### config.mk
export PLATFORM = sky130hd
export DESIGN_NAME = playback_sequencer_flat
export DESIGN_NICKNAME = d
export VERILOG_FILES = /design/src/rtl/playback_sequencer_if.sv /design/src/rtl/playback_sequencer.sv /design/src/flat_wrapper.sv
export SDC_FILE = /design/constraint.sdc
export NUM_CORES = 1
export LEC_CHECK = 0
export CORE_MARGIN = 4
export CORE_UTILIZATION = 63
export DETAILED_ROUTE_END_ITERATION = 8
export DONT_BUFFER_PORTS = 1
export GPL_ROUTABILITY_DRIVEN = 0
export PLACE_DENSITY = 0.79
export SLEW_MARGIN = 25
export SYNTH_ARGS = -nofsm -noshare
export SYNTH_HDL_FRONTEND = slang
export SYNTH_SLANG_ARGS = --single-unit
### constraint.sdc
create_clock -name clk -period 2.94 [get_ports clk]
set_input_delay 0.441 -clock clk [delete_from_list [all_inputs] [get_ports clk]]
set_output_delay 0.441 -clock clk [all_outputs]
set_load 0.01 [all_outputs]
### src/rtl/playback_sequencer_if.sv
// Read-port bus between the playback sequencer and the note RAM.
// The RAM returns mem_q one cycle after the mem_rd strobe.
interface playback_sequencer_if #(
    parameter int unsigned ADDR_W = 6
);
    logic [ADDR_W-1:0] mem_addr;
    logic              mem_rd;
    logic [31:0]       mem_q;

    modport master (
        output mem_addr,
        output mem_rd,
        input  mem_q
    );

    modport slave (
        input  mem_addr,
        input  mem_rd,
        output mem_q
    );
endinterface

### src/rtl/playback_sequencer.sv
// Steps through the note RAM once per tempo tick and decodes each word into per-string
// fret codes with a timed note gate for the tone generator.
module playback_sequencer #(
    parameter int unsigned ADDR_W      = 6,
    parameter logic [23:0] GATE_CYCLES = 24'd5000000
) (
    input  logic                 clk,
    input  logic                 reset,
    input  logic                 start,
    input  logic                 stop,
    input  logic                 loop,
    input  logic                 tick,
    input  logic [ADDR_W-1:0]    last_addr,
    playback_sequencer_if.master mem_bus,
    output logic [17:0]          fret,
    output logic                 note_strobe,
    output logic                 note_gate,
    output logic                 busy,
    output logic                 done
);

    typedef enum logic [2:0] {StIdle, StRead, StCapture, StArm, StLast} state_e;

    state_e              state_q, state_d;
    logic [ADDR_W-1:0]   addr_q, addr_d;
    logic [31:0]         hold_q, hold_d;
    logic [17:0]         fret_q, fret_d;
    logic                strobe_q, strobe_d;
    logic                done_q, done_d;
    logic                pend_q, pend_d;
    logic [23:0]         gate_cnt_q, gate_cnt_d;
    logic [17:0]         decoded;

    // Bit 6k+s marks string s at position k (0 = open, 1..4 = bar); highest k wins.
    function automatic logic [17:0] decode_word(input logic [31:0] w);
        logic [17:0] f;
        f = '0;
        for (int s = 0; s < 6; s++) begin
            for (int k = 0; k < 5; k++) begin
                if (w[6*k+s]) f[3*s +: 3] = 3'(k + 1);
            end
        end
        return f;
    endfunction

    always_comb begin
        state_d    = state_q;
        addr_d     = addr_q;
        hold_d     = hold_q;
        fret_d     = fret_q;
        strobe_d   = 1'b0;
        done_d     = 1'b0;
        pend_d     = pend_q;
        gate_cnt_d = (gate_cnt_q != 24'd0) ? gate_cnt_q - 24'd1 : 24'd0;
        decoded    = decode_word(hold_q);

        unique case (state_q)
            StIdle: begin
                if (start) begin
                    state_d = StRead;
                    addr_d  = '0;
                end
            end
            StRead: begin
                if (tick) pend_d = 1'b1;
                state_d = StCapture;
            end
            StCapture: begin
                if (tick) pend_d = 1'b1;
                hold_d  = mem_bus.mem_q;
                state_d = StArm;
            end
            StArm: begin
                if (tick || pend_q) begin
                    pend_d     = 1'b0;
                    fret_d     = decoded;
                    strobe_d   = 1'b1;
                    // A silent word cuts the previous note off immediately.
                    gate_cnt_d = (decoded != 18'd0) ? GATE_CYCLES : 24'd0;
                    if (addr_q != last_addr) begin
                        addr_d  = addr_q + 1'b1;
                        state_d = StRead;
                    end else if (loop) begin
                        addr_d  = '0;
                        state_d = StRead;
                    end else begin
                        state_d = StLast;
                    end
                end
            end
            StLast: begin
                if (tick) begin
                    fret_d     = '0;
                    gate_cnt_d = 24'd0;
                    done_d     = 1'b1;
                    state_d    = StIdle;
                end
            end
            default: state_d = StIdle;
        endcase

        // Abort overrides everything, including a simultaneous start or completion.
        if (stop) begin
            state_d    = StIdle;
            addr_d     = '0;
            fret_d     = '0;
            strobe_d   = 1'b0;
            done_d     = 1'b0;
            pend_d     = 1'b0;
            gate_cnt_d = 24'd0;
        end
    end

    always_ff @(posedge clk or posedge reset) begin
        if (reset) begin
            state_q    <= StIdle;
            addr_q     <= '0;
            hold_q     <= '0;
            fret_q     <= '0;
            strobe_q   <= 1'b0;
            done_q     <= 1'b0;
            pend_q     <= 1'b0;
            gate_cnt_q <= 24'd0;
        end else begin
            state_q    <= state_d;
            addr_q     <= addr_d;
            hold_q     <= hold_d;
            fret_q     <= fret_d;
            strobe_q   <= strobe_d;
            done_q     <= done_d;
            pend_q     <= pend_d;
            gate_cnt_q <= gate_cnt_d;
        end
    end

    assign mem_bus.mem_addr = addr_q;
    assign mem_bus.mem_rd   = (state_q == StRead);
    assign fret             = fret_q;
    assign note_strobe      = strobe_q;
    assign note_gate        = (gate_cnt_q != 24'd0);
    assign busy             = (state_q != StIdle);
    assign done             = done_q;

endmodule

### src/flat_wrapper.sv
// flat-port wrapper written by rule: the top's interface ports become plain ports
module playback_sequencer_flat 
#(
    parameter int unsigned ADDR_W      = 6,
    parameter logic [23:0] GATE_CYCLES = 24'd5000000
)
  (clk, reset, start, stop, loop, tick, last_addr, fret, note_strobe, note_gate, busy, done, mem_bus_mem_addr, mem_bus_mem_rd, mem_bus_mem_q);
  playback_sequencer_if #(.ADDR_W(ADDR_W)) mem_bus_i ();
  input  logic clk;
  input  logic reset;
  input  logic start;
  input  logic stop;
  input  logic loop;
  input  logic tick;
  input  logic [ADDR_W-1:0] last_addr;
  output logic [17:0] fret;
  output logic note_strobe;
  output logic note_gate;
  output logic busy;
  output logic done;
  output wire logic [$bits(mem_bus_i.mem_addr)-1:0] mem_bus_mem_addr;
  output wire logic [$bits(mem_bus_i.mem_rd)-1:0] mem_bus_mem_rd;
  input wire logic [$bits(mem_bus_i.mem_q)-1:0] mem_bus_mem_q;
  assign mem_bus_mem_addr = mem_bus_i.mem_addr;
  assign mem_bus_mem_rd = mem_bus_i.mem_rd;
  assign mem_bus_i.mem_q = mem_bus_mem_q;
  playback_sequencer #(.ADDR_W(ADDR_W), .GATE_CYCLES(GATE_CYCLES)) u_core (.clk(clk), .reset(reset), .start(start), .stop(stop), .loop(loop), .tick(tick), .last_addr(last_addr), .mem_bus(mem_bus_i), .fret(fret), .note_strobe(note_strobe), .note_gate(note_gate), .busy(busy), .done(done));
endmodule
==> reports/results.tsv, run 1 <==
stage	metric	value	unit
power_and_ir_drop	PD cells	890	nW/um^2
routing	Final ANT Viol Nets	0	
logic_synthesis	Mapped Nets	432	
power_and_ir_drop	Psw	1.36	mW
placed_design	I/O Buffers	0	
clock_network	clk sink count	84	
clock_network	Longest Clk Path Bufs	2	
power_and_ir_drop	Clock Power Share	0.217	
cells_and_area	share of layout cells above drive strength 1	0.151	
logic_synthesis	synth warn	0	
floorplan	Row Count	28	
global_route	Most Crowded Layer GR	met2	
global_route	first-pass GRT wire length	13400	um
timing	period utilization	0.984	
job	max-cap check violation count	0	
logic_synthesis	sequential fraction of the synthesis area	0.539	
cells_and_area	final std cells w/o fill	473	
global_route	Overflow after GRT	0	
logic_synthesis	Synth Register Bits	84	
timing	Clock Skews	9.38	ps
placed_design	DP Worst Slack	308	ps
floorplan	starting density of the core	0.655	
power_and_ir_drop	Leak	1.86	nW
critical_path	highest-delay cell along the critical path	or4_4	
cells_and_area	Area Growth Syn to Fin	8.40	%
logic_synthesis	Compound-Gate Fraction of Synth Area	0.0969	
logic_synthesis	post-synthesis xor/xnor area fraction	0.0561	
cells_and_area	fin nets	439	
power_and_ir_drop	Internal	2.41	mW
power_and_ir_drop	sw frac	0.361	
global_route	gr usage total	0.229	
timing	Final Worst Setup Slack	46.9	ps
placed_design	Inst Count DP	455	
critical_path	crit path launch type	flip-flop	
cells_and_area	fillcell total	450	
routing	drt initial violations	234	
cells_and_area	footprint of the multi-input gates	1720	um^2
floorplan	Core Region	5960	um^2
power_and_ir_drop	Comb pwr share	0.318	
critical_path	kind of cell adding the most delay to the critical path	simple AND/OR/NAND/NOR gates	
critical_path	CP max stage delay	520	ps
timing	final hold violation count	0	
cells_and_area	ANT cells	0	
hold_path	Hold Path Class	primary input to asynchronous set/reset pin	
global_route	initial antenna violation count	0	
routing	DRT Pass-1 Iters	5	
timing	fmax	346	MHz
logic_synthesis	Post-synth top flop	dfrtp_1	
critical_path	CP endpoint kind	primary output	
floorplan	Die Width	86.7	um
timing	Slew Limit Fails	0	
timing	Final Setup Violations	0	
critical_path	Setup Crit Path Kind	flip-flop to primary output	
logic_synthesis	Post-synth EDFFs	0	
clock_network	CTS H-Tree Depth	3	
critical_path	critical path cell sequence	or4_4, or2_1, or4_4, or3_4	
clock_network	CTS root buf	clkbuf_8	
routing	DRT Wirelength	8170	um
logic_synthesis	largest family of logic cells by synthesized area	simple AND/OR/NAND/NOR gates	
placed_design	HPWL Detailed	5680	um
power_and_ir_drop	Sequential Power Share	0.465	
logic_synthesis	Mapped Cells	386	
clock_network	CTS tree	done	
routing	Avg WL per Cell	17.3	um
logic_synthesis	synthesized area	3900	um^2
cells_and_area	Reg area	2100	um^2
global_route	met2 Resource Use GR	0.357	
logic_synthesis	adder-cell area share of the yosys netlist	0.00641	
run_status	status	complete, no violations	
floorplan	I/O pins	73	
cells_and_area	most frequent cells in the layout	dfrtp_1 (84), nand2_1 (50), nor2_1 (50)	
cells_and_area	most common cell after layout, fill and taps aside	dfrtp_1	
clock_network	hold_buf cts	0	
timing	Max-Slew Margin vs Limit	0.511	
timing	worst-margin pin slew	732	ps
logic_synthesis	post-synthesis mux area share	0.0718	
critical_path	cell mode on critical path	or4_4	
clock_network	insertion delay to the later sink of the worst-skew pair	360	ps
routing	drt via density	6.00	
global_route	M3 GR Usage	0.0561	
clock_network	clk slew on worst S/H paths	90	ps
routing	Remaining DRCs	0	
critical_path	critical path peak fanout	5	
clock_network	cts bufs inserted	9	
global_route	largest net degree at the start of global routing	43	
logic_synthesis	Simple-Gate Fraction of Synth Area	0.201	
critical_path	WP data arrival	2450	ps
power_and_ir_drop	maximum vdd drop	497	uV
routing	vias	2839	
logic_synthesis	number of distinct library cells after synthesis	42	
timing	Period minus WS final	2890	ps
floorplan	die area	7520	um^2
critical_path	CP Data Required Time	2500	ps
global_route	GRT met1 Usage	0.315	
logic_synthesis	Async S/R FF share, synth	1.00	
global_route	vias in the first global route	2749	
critical_path	CP Buf/Inv Count	0	
logic_synthesis	syn avg cell area	10.1	um^2
floorplan	die extent in y	86.7	um
-- final timing paths --
path / start / end / slack, ps / cells after the start
max: u_core.gate_cnt_q[17] / note_gate / 50 / 4
max in group asynchronous: reset / u_core.hold_q[22] / 2240 / 2
max reg2reg: u_core.gate_cnt_q[17] / u_core.gate_cnt_q[19] / 440 / 6
min: reset / u_core.fret[2] / 60 / 1
min reg2reg: u_core.gate_cnt_q[0] / u_core.gate_cnt_q[0] / 470 / 1
min in group clk: stop / u_core.state_q[2] / 150 / 1
-- what timing repair did --
action | 4_1_cts | 5_1_grt
pin swaps | 0 | 1
setup buffers | 0 | 1
hold endpoints to repair | 0 | 0
resized for setup | 1 | 2
gates cloned | 0 | 1
setup endpoints to repair | 1 | 1
-- cell families (layout without fill, tap and decap cells) --
logic type / Yosys count / after routing
AOI/OAI and AO/OA: 62 / 62
xor gates and xnor gates: 25 / 25
DFF: 84 / 84
and+or+nand+nor: 163 / 164
adders and majority gates: 2 / 2
buffers and inverters: 25 / 36
muxes: 25 / 25
-- power by group through the flow --
stage | Clock, mW | Sequential [mW] | Combinational (mW)
finish | 0.815 | 1.75 | 1.20
floorplan | 0 | 1.70 | 0.945
detailed placement | 0 | 1.77 | 1.14
global route | 0.886 | 1.79 | 1.35
global placement | 0 | 1.75 | 1.09
CTS | 0.841 | 1.74 | 1.16
-- layout make-up --
cell class	instances	area share
clock buffers	9	0.0293
clock inverters	7	0.0175
inverters	12	0.0109
multi-input cells	278	0.406
flip-flops and latches	84	0.497
well taps	75	0.0222
repair buffers	8	0.0172
-- sequential cells by signal, summed over array words and instances (netlist names) --
name                     count
u_core.pend_q                1
u_core.gate_cnt_q           24
u_core.done                  1
u_core.hold_q               30
u_core.mem_bus.mem_addr      6
u_core.state_q               3
u_core.fret                 18
u_core.note_strobe           1
-- worst reg2reg max path, stage by stage (launching register included) --
cell	delay, ps
dfrtp_1	410
or4_4	520
or2_1	250
or4_4	450
or3_2	560
nand2_1	100
a21oi_1	60
-- routing by layer --
layer,part of all wire,vias to the layer above
met5,0,-
met2,0.48,88
li1,-,1356
met4,0.017,0
met1,0.44,1382
met3,0.062,13
-- through the flow --
stage / power (mW) / utilization / setup TNS [ps] / hold slack (ps) / cell area, um^2
floorplan: 2.64 / - / 0 / 424 / 3900
global placement: 2.84 / 0.672 / 0 / 446 / 4000
detailed placement: 2.90 / 0.672 / 0 / 466 / 4000
CTS: 3.74 / 0.706 / 0 / 75.6 / 4210
global route: 4.03 / 0.710 / -2.72 / 110 / 4230
finish: 3.77 / 0.710 / 0 / 59.1 / 4230
-- synthesized netlist by cell type (all sizes together), types with 8 or more instances --
library cell / n / area, um^2
xor2: 10 / 87.6
mux2: 24 / 270
nor2: 50 / 188
clkbuf: 10 / 38.8
nor4: 12 / 75.1
a21oi: 15 / 75.1
dfrtp: 84 / 2100
o31ai: 20 / 150
o21ai: 20 / 100
nor3: 8 / 40.0
nand2: 51 / 199
inv: 12 / 45.0
xnor2: 15 / 131
Note: power is estimated with default switching activity, not from simulation.
==> inputs of run 2 (changes only) <==
==> constraint.sdc (replaced) <==
create_clock -name clk -period 2.94 [get_ports clk]
set_input_delay 0.588 -clock clk [delete_from_list [all_inputs] [get_ports clk]]
set_output_delay 0.588 -clock clk [all_outputs]
set_load 0.01 [all_outputs]
==> reports/results.tsv, run 2 (synthesized netlist as in run 1, its figures left out) <==
stage	metric	value	unit
run_status	status	finished with violations	
run_status	failing checks	setup timing	
routing	vias	2848	
routing	DRT Wirelength	8240	um
global_route	Overflow after GRT	0	
critical_path	reg2reg setup slack	500	ps
floorplan	starting density of the core	0.655	
global_route	initial antenna violation count	0	
clock_network	clk slew on worst S/H paths	90	ps
cells_and_area	Area Growth Syn to Fin	9.85	%
timing	RSZ-0062 raised after global routing	yes	
timing	fmax	336	MHz
cells_and_area	Biggest register	u_core.hold_q	
cells_and_area	share of layout cells above drive strength 1	0.157	
floorplan	I/O pins	73	
critical_path	Worst Reg-to-Reg Cells	6	
clock_network	hold_buf cts	0	
critical_path	worst r2r src	u_core.gate_cnt_q[16]	
critical_path	CP Data Required Time	2350	ps
cells_and_area	most frequent cells in the layout	dfrtp_1 (84), nand2_1 (50), nor2_1 (50)	
cells_and_area	fillcell total	429	
job	max-cap check violation count	0	
power_and_ir_drop	PD cells	908	nW/um^2
placed_design	I/O Buffers	0	
global_route	largest net degree at the start of global routing	45	
critical_path	WP data arrival	2390	ps
power_and_ir_drop	maximum vdd drop	531	uV
timing	period utilization	1.01	
routing	drt via density	5.97	
timing	final hold violation count	0	
global_route	first-pass GRT wire length	13600	um
global_route	vias in the first global route	2863	
timing	setup_tns	-36.7	ps
routing	DRT Pass-1 Iters	5	
cells_and_area	ANT cells	0	
timing	Final Setup Violations	1	
placed_design	DP Worst Slack	196	ps
timing	Period minus WS final	2980	ps
global_route	gr usage total	0.234	
clock_network	cts bufs inserted	9	
floorplan	Row Count	28	
cells_and_area	most common cell after layout, fill and taps aside	dfrtp_1	
timing	Max-Slew Margin vs Limit	0.479	
critical_path	CP endpoint kind	primary output	
cells_and_area	fin nets	443	
timing	Clock Skews	11.5	ps
hold_path	Hold Path Class	primary input to asynchronous set/reset pin	
timing	worst-margin pin slew	781	ps
critical_path	Setup Crit Path Kind	flip-flop to primary output	
timing	Final Worst Setup Slack	-36.7	ps
critical_path	Worst R2R End	u_core.gate_cnt_q[9]	
power_and_ir_drop	Leak	1.89	nW
floorplan	die extent in y	86.7	um
timing	Slew Limit Fails	0	
clock_network	CTS H-Tree Depth	3	
floorplan	die area	7520	um^2
floorplan	Die Width	86.7	um
routing	drt initial violations	170	
clock_network	CTS tree	done	
clock_network	clk sink count	84	
routing	Final ANT Viol Nets	0	
routing	Avg WL per Cell	17.3	um
clock_network	CTS root buf	clkbuf_8	
critical_path	critical path peak fanout	5	
cells_and_area	max FFs per register	30	
critical_path	Critical path origin	u_core.gate_cnt_q[16]	
clock_network	Longest Clk Path Bufs	2	
critical_path	CP Capture Point	note_gate	
routing	Remaining DRCs	0	
clock_network	insertion delay to the later sink of the worst-skew pair	340	ps
floorplan	Core Region	5960	um^2
critical_path	crit path launch type	flip-flop	
placed_design	HPWL Detailed	5850	um
## run 2: cell count changes in the layout (fill, tap and decap cells not counted), sizes merged
cell / change
bufinv: +1
inv: -1
clkinv: -1
clkbuf: +2
clkinvlp: -1
buf: +4
## run 2: critical path, stage by stage (launching register included)
cell,delay (ps)
dfrtp_1,390
or4_4,550
or2_1,250
or4_4,440
or3_4,420
## run 2: layout make-up
class                      count  area, um^2  share of cell area
clock buffer                  11         141              0.0330
clock inverter                 5        82.6              0.0193
inverter                      12        46.3              0.0108
multi-input combinational    278        1720               0.401
sequential                    84        2100               0.491
tap                           75        93.8              0.0219
timing repair buffer          12         103              0.0239
## run 2: how the worst min path moves through the flow
stage	cells after the start	endpoint	from	slack (ps)
floorplan	1	u_core.gate_cnt_q[0]	u_core.gate_cnt_q[0]	420
global placement	1	u_core.gate_cnt_q[0]	u_core.gate_cnt_q[0]	450
detailed placement	1	u_core.gate_cnt_q[0]	u_core.gate_cnt_q[0]	450
CTS	1	u_core.fret[5]	reset	240
global route	1	u_core.fret[1]	reset	270
finish	1	u_core.fret[5]	reset	200
## run 2: report_power, final
part,switching (mW),internal (mW),total (mW)
registers,0.290,1.46,1.75
logic,0.663,0.572,1.24
clock network,0.403,0.505,0.908
total,1.36,2.54,3.89
## run 2: repair_timing
item / 4_1_cts / 5_1_grt
gates resized for setup: 3 / 0
setup buffers: 3 / 1
setup endpoints to repair: 1 / 1
gates cloned: 1 / 0
pin swaps: 2 / 2
## run 2: through the flow
step           cell area, um^2  instances  utilization  hold WS (ps)  power (mW)
2_1_floorplan             3900        386            -           424        2.64
3_3_place_gp              4010        456        0.674           446        2.85
3_5_place_dp              4010        456        0.674           451        2.93
4_1_cts                   4280        476        0.718           236        3.90
5_1_grt                   4290        477        0.720           266        4.16
6_report                  4290        477        0.720           203        3.89
## run 2: layer usage
layer	up-vias	global-route usage	routed length, um
met5	-	0	0
met4	0	0.0907	146
met3	11	0.0589	480
met2	81	0.378	4050
met1	1381	0.303	3560
li1	1375	-	-
==> inputs of run 3 (changes only) <==
--- a/config.mk
+++ b/config.mk
@@ -10,6 +10,7 @@
 export DETAILED_ROUTE_END_ITERATION = 8
 export DONT_BUFFER_PORTS = 1
 export GPL_ROUTABILITY_DRIVEN = 0
+export GPL_TIMING_DRIVEN = 0
 export PLACE_DENSITY = 0.79
 export SLEW_MARGIN = 25
 export SYNTH_ARGS = -nofsm -noshare
==> reports/results.tsv, run 3 (synthesized netlist as in run 1, its figures left out) <==
stage	metric	value	unit
run_status	status	finished with violations	
run_status	failing checks	setup timing	
cells_and_area	Biggest register	u_core.hold_q	
floorplan	die area	7520	um^2
floorplan	starting density of the core	0.655	
global_route	largest net degree at the start of global routing	48	
timing	Period minus WS final	3090	ps
cells_and_area	most frequent cells in the layout	dfrtp_1 (84), nand2_1 (50), nor2_1 (50)	
cells_and_area	share of layout cells above drive strength 1	0.141	
global_route	gr usage total	0.241	
cells_and_area	final std cells w/o fill	479	
routing	drt via density	6.01	
timing	fmax	323	MHz
floorplan	die extent in y	86.7	um
power_and_ir_drop	sw frac	0.367	
timing	worst-margin pin slew	845	ps
clock_network	hold_buf cts	0	
floorplan	I/O pins	73	
power_and_ir_drop	maximum vdd drop	454	uV
global_route	Overflow after GRT	0	
routing	drt initial violations	185	
critical_path	critical path peak fanout	9	
placed_design	HPWL Detailed	5970	um
timing	Max-Slew Margin vs Limit	0.434	
critical_path	highest-delay cell along the critical path	or4_4	
timing	Clock Skews	9.57	ps
timing	Final Setup Violations	1	
timing	period utilization	1.05	
job	max-cap check violation count	0	
clock_network	insertion delay to the later sink of the worst-skew pair	360	ps
routing	Final ANT Viol Nets	0	
routing	DRT Pass-1 Iters	4	
critical_path	critical path cell sequence	or4_4, or2_4, or4_4, or3_4, buf_8	
global_route	vias in the first global route	2868	
clock_network	clk slew on worst S/H paths	90	ps
power_and_ir_drop	total power	3.71	mW
cells_and_area	Area Growth Syn to Fin	8.53	%
power_and_ir_drop	PD cells	875	nW/um^2
power_and_ir_drop	Psw	1.36	mW
critical_path	CP Buf/Inv Count	1	
cells_and_area	ANT cells	0	
routing	Remaining DRCs	0	
cells_and_area	fin nets	446	
cells_and_area	Util after Layout	0.711	
routing	Avg WL per Cell	17.8	um
cells_and_area	max FFs per register	30	
clock_network	cts bufs inserted	9	
cells_and_area	fillcell total	458	
placed_design	Inst Count DP	462	
clock_network	Longest Clk Path Bufs	2	
critical_path	CP max stage delay	520	ps
placed_design	DP Worst Slack	200	ps
routing	vias	2879	
placed_design	I/O Buffers	0	
global_route	initial antenna violation count	0	
critical_path	WP data arrival	2510	ps
critical_path	kind of cell adding the most delay to the critical path	simple AND/OR/NAND/NOR gates	
clock_network	CTS root buf	clkbuf_8	
power_and_ir_drop	Clock Power Share	0.200	
critical_path	cell mode on critical path	or4_4	
power_and_ir_drop	Leak	1.84	nW
critical_path	CP endpoint kind	primary output	
floorplan	Row Count	28	
clock_network	clk sink count	84	
hold_path	Hold Path Class	primary input to asynchronous set/reset pin	
power_and_ir_drop	Comb pwr share	0.325	
clock_network	CTS H-Tree Depth	3	
cells_and_area	most common cell after layout, fill and taps aside	dfrtp_1	
timing	Final Worst Setup Slack	-153	ps
timing	Slew Limit Fails	0	
clock_network	CTS tree	done	
critical_path	Setup Crit Path Kind	flip-flop to primary output	
floorplan	Core Region	5960	um^2
power_and_ir_drop	Sequential Power Share	0.474	
power_and_ir_drop	Internal	2.35	mW
critical_path	crit path launch type	flip-flop	
floorplan	Die Width	86.7	um
critical_path	CP Data Required Time	2350	ps
timing	final hold violation count	0	
global_route	first-pass GRT wire length	13800	um
timing	RSZ-0062 raised after global routing	yes	
routing	DRT Wirelength	8520	um
==> run 3: cell count changes in the layout (fill, tap and decap cells not counted), sizes merged <==
cell,previous run,this run
clkbuf,11,20
buf,12,6
clkinvlp,0,4
bufinv,2,0
clkinv,3,1
or3,2,1
==> run 3: power by group through the flow <==
stage	Sequential (mW)	Combinational, mW	Clock (mW)
after CTS	1.75	1.20	0.748
after global routing	1.80	1.36	0.792
after floorplan	1.70	0.945	0
final	1.76	1.21	0.742
after global placement	1.75	1.10	0
after detailed placement	1.77	1.15	0
==> run 3: path summary, 6_finish.rpt <==
kind                                  startpoint                    end  slack, ps  depth (start not counted)
setup reg to reg           u_core.gate_cnt_q[16]  u_core.gate_cnt_q[15]        360                          8
max in group asynchronous                  reset  u_core.gate_cnt_q[20]       2180                          2
hold / removal                             reset         u_core.fret[3]        160                          1
hold reg to reg             u_core.gate_cnt_q[0]   u_core.gate_cnt_q[0]        470                          1
setup / recovery           u_core.gate_cnt_q[16]              note_gate       -150                          5
min in group clk               mem_bus_mem_q[12]      u_core.hold_q[12]        340                          2
==> run 3: routing by layer <==
metal	vias up	track usage	routed length [um]
met4	0	0.122	264
met1	1403	0.328	3760
li1	1360	-	-
met2	97	0.371	3990
met3	19	0.0456	507
met5	-	0	0
==> run 3: final cells by class <==
cell class / instances / area (um^2) / share of cell area
well taps: 75 / 93.8 / 0.0222
clock buffers: 10 / 138 / 0.0325
inverters: 12 / 47.5 / 0.0112
plain buffers: 13 / 72.6 / 0.0171
multi-input cells: 277 / 1710 / 0.403
flip-flops and latches: 84 / 2100 / 0.496
repair buffers: 3 / 35.0 / 0.00827
clock inverters: 5 / 38.8 / 0.00916
==> run 3: repair_timing <==
action,CTS,global route
resized for setup,6,0
setup buffers,2,0
endpoints found under the setup margin,1,1
pin swaps,1,1
cloned,0,0
==> run 3: through the flow <==
stage               cell area, um^2  TNS, ps  hold WS, ps
finish                         4230     -153          164
global route                   4230     -215          196
CTS                            4230     -143          175
detailed placement             4020        0          468
global placement               4000   -55770          448
floorplan                      3900        0          424
==> run 3: worst reg2reg max path: cells and delay by family, from the launching register on <==
family	cells	cell delay (ps)
buffers and inverters	2	300
DFF	1	450
and+or+nand+nor	6	1730
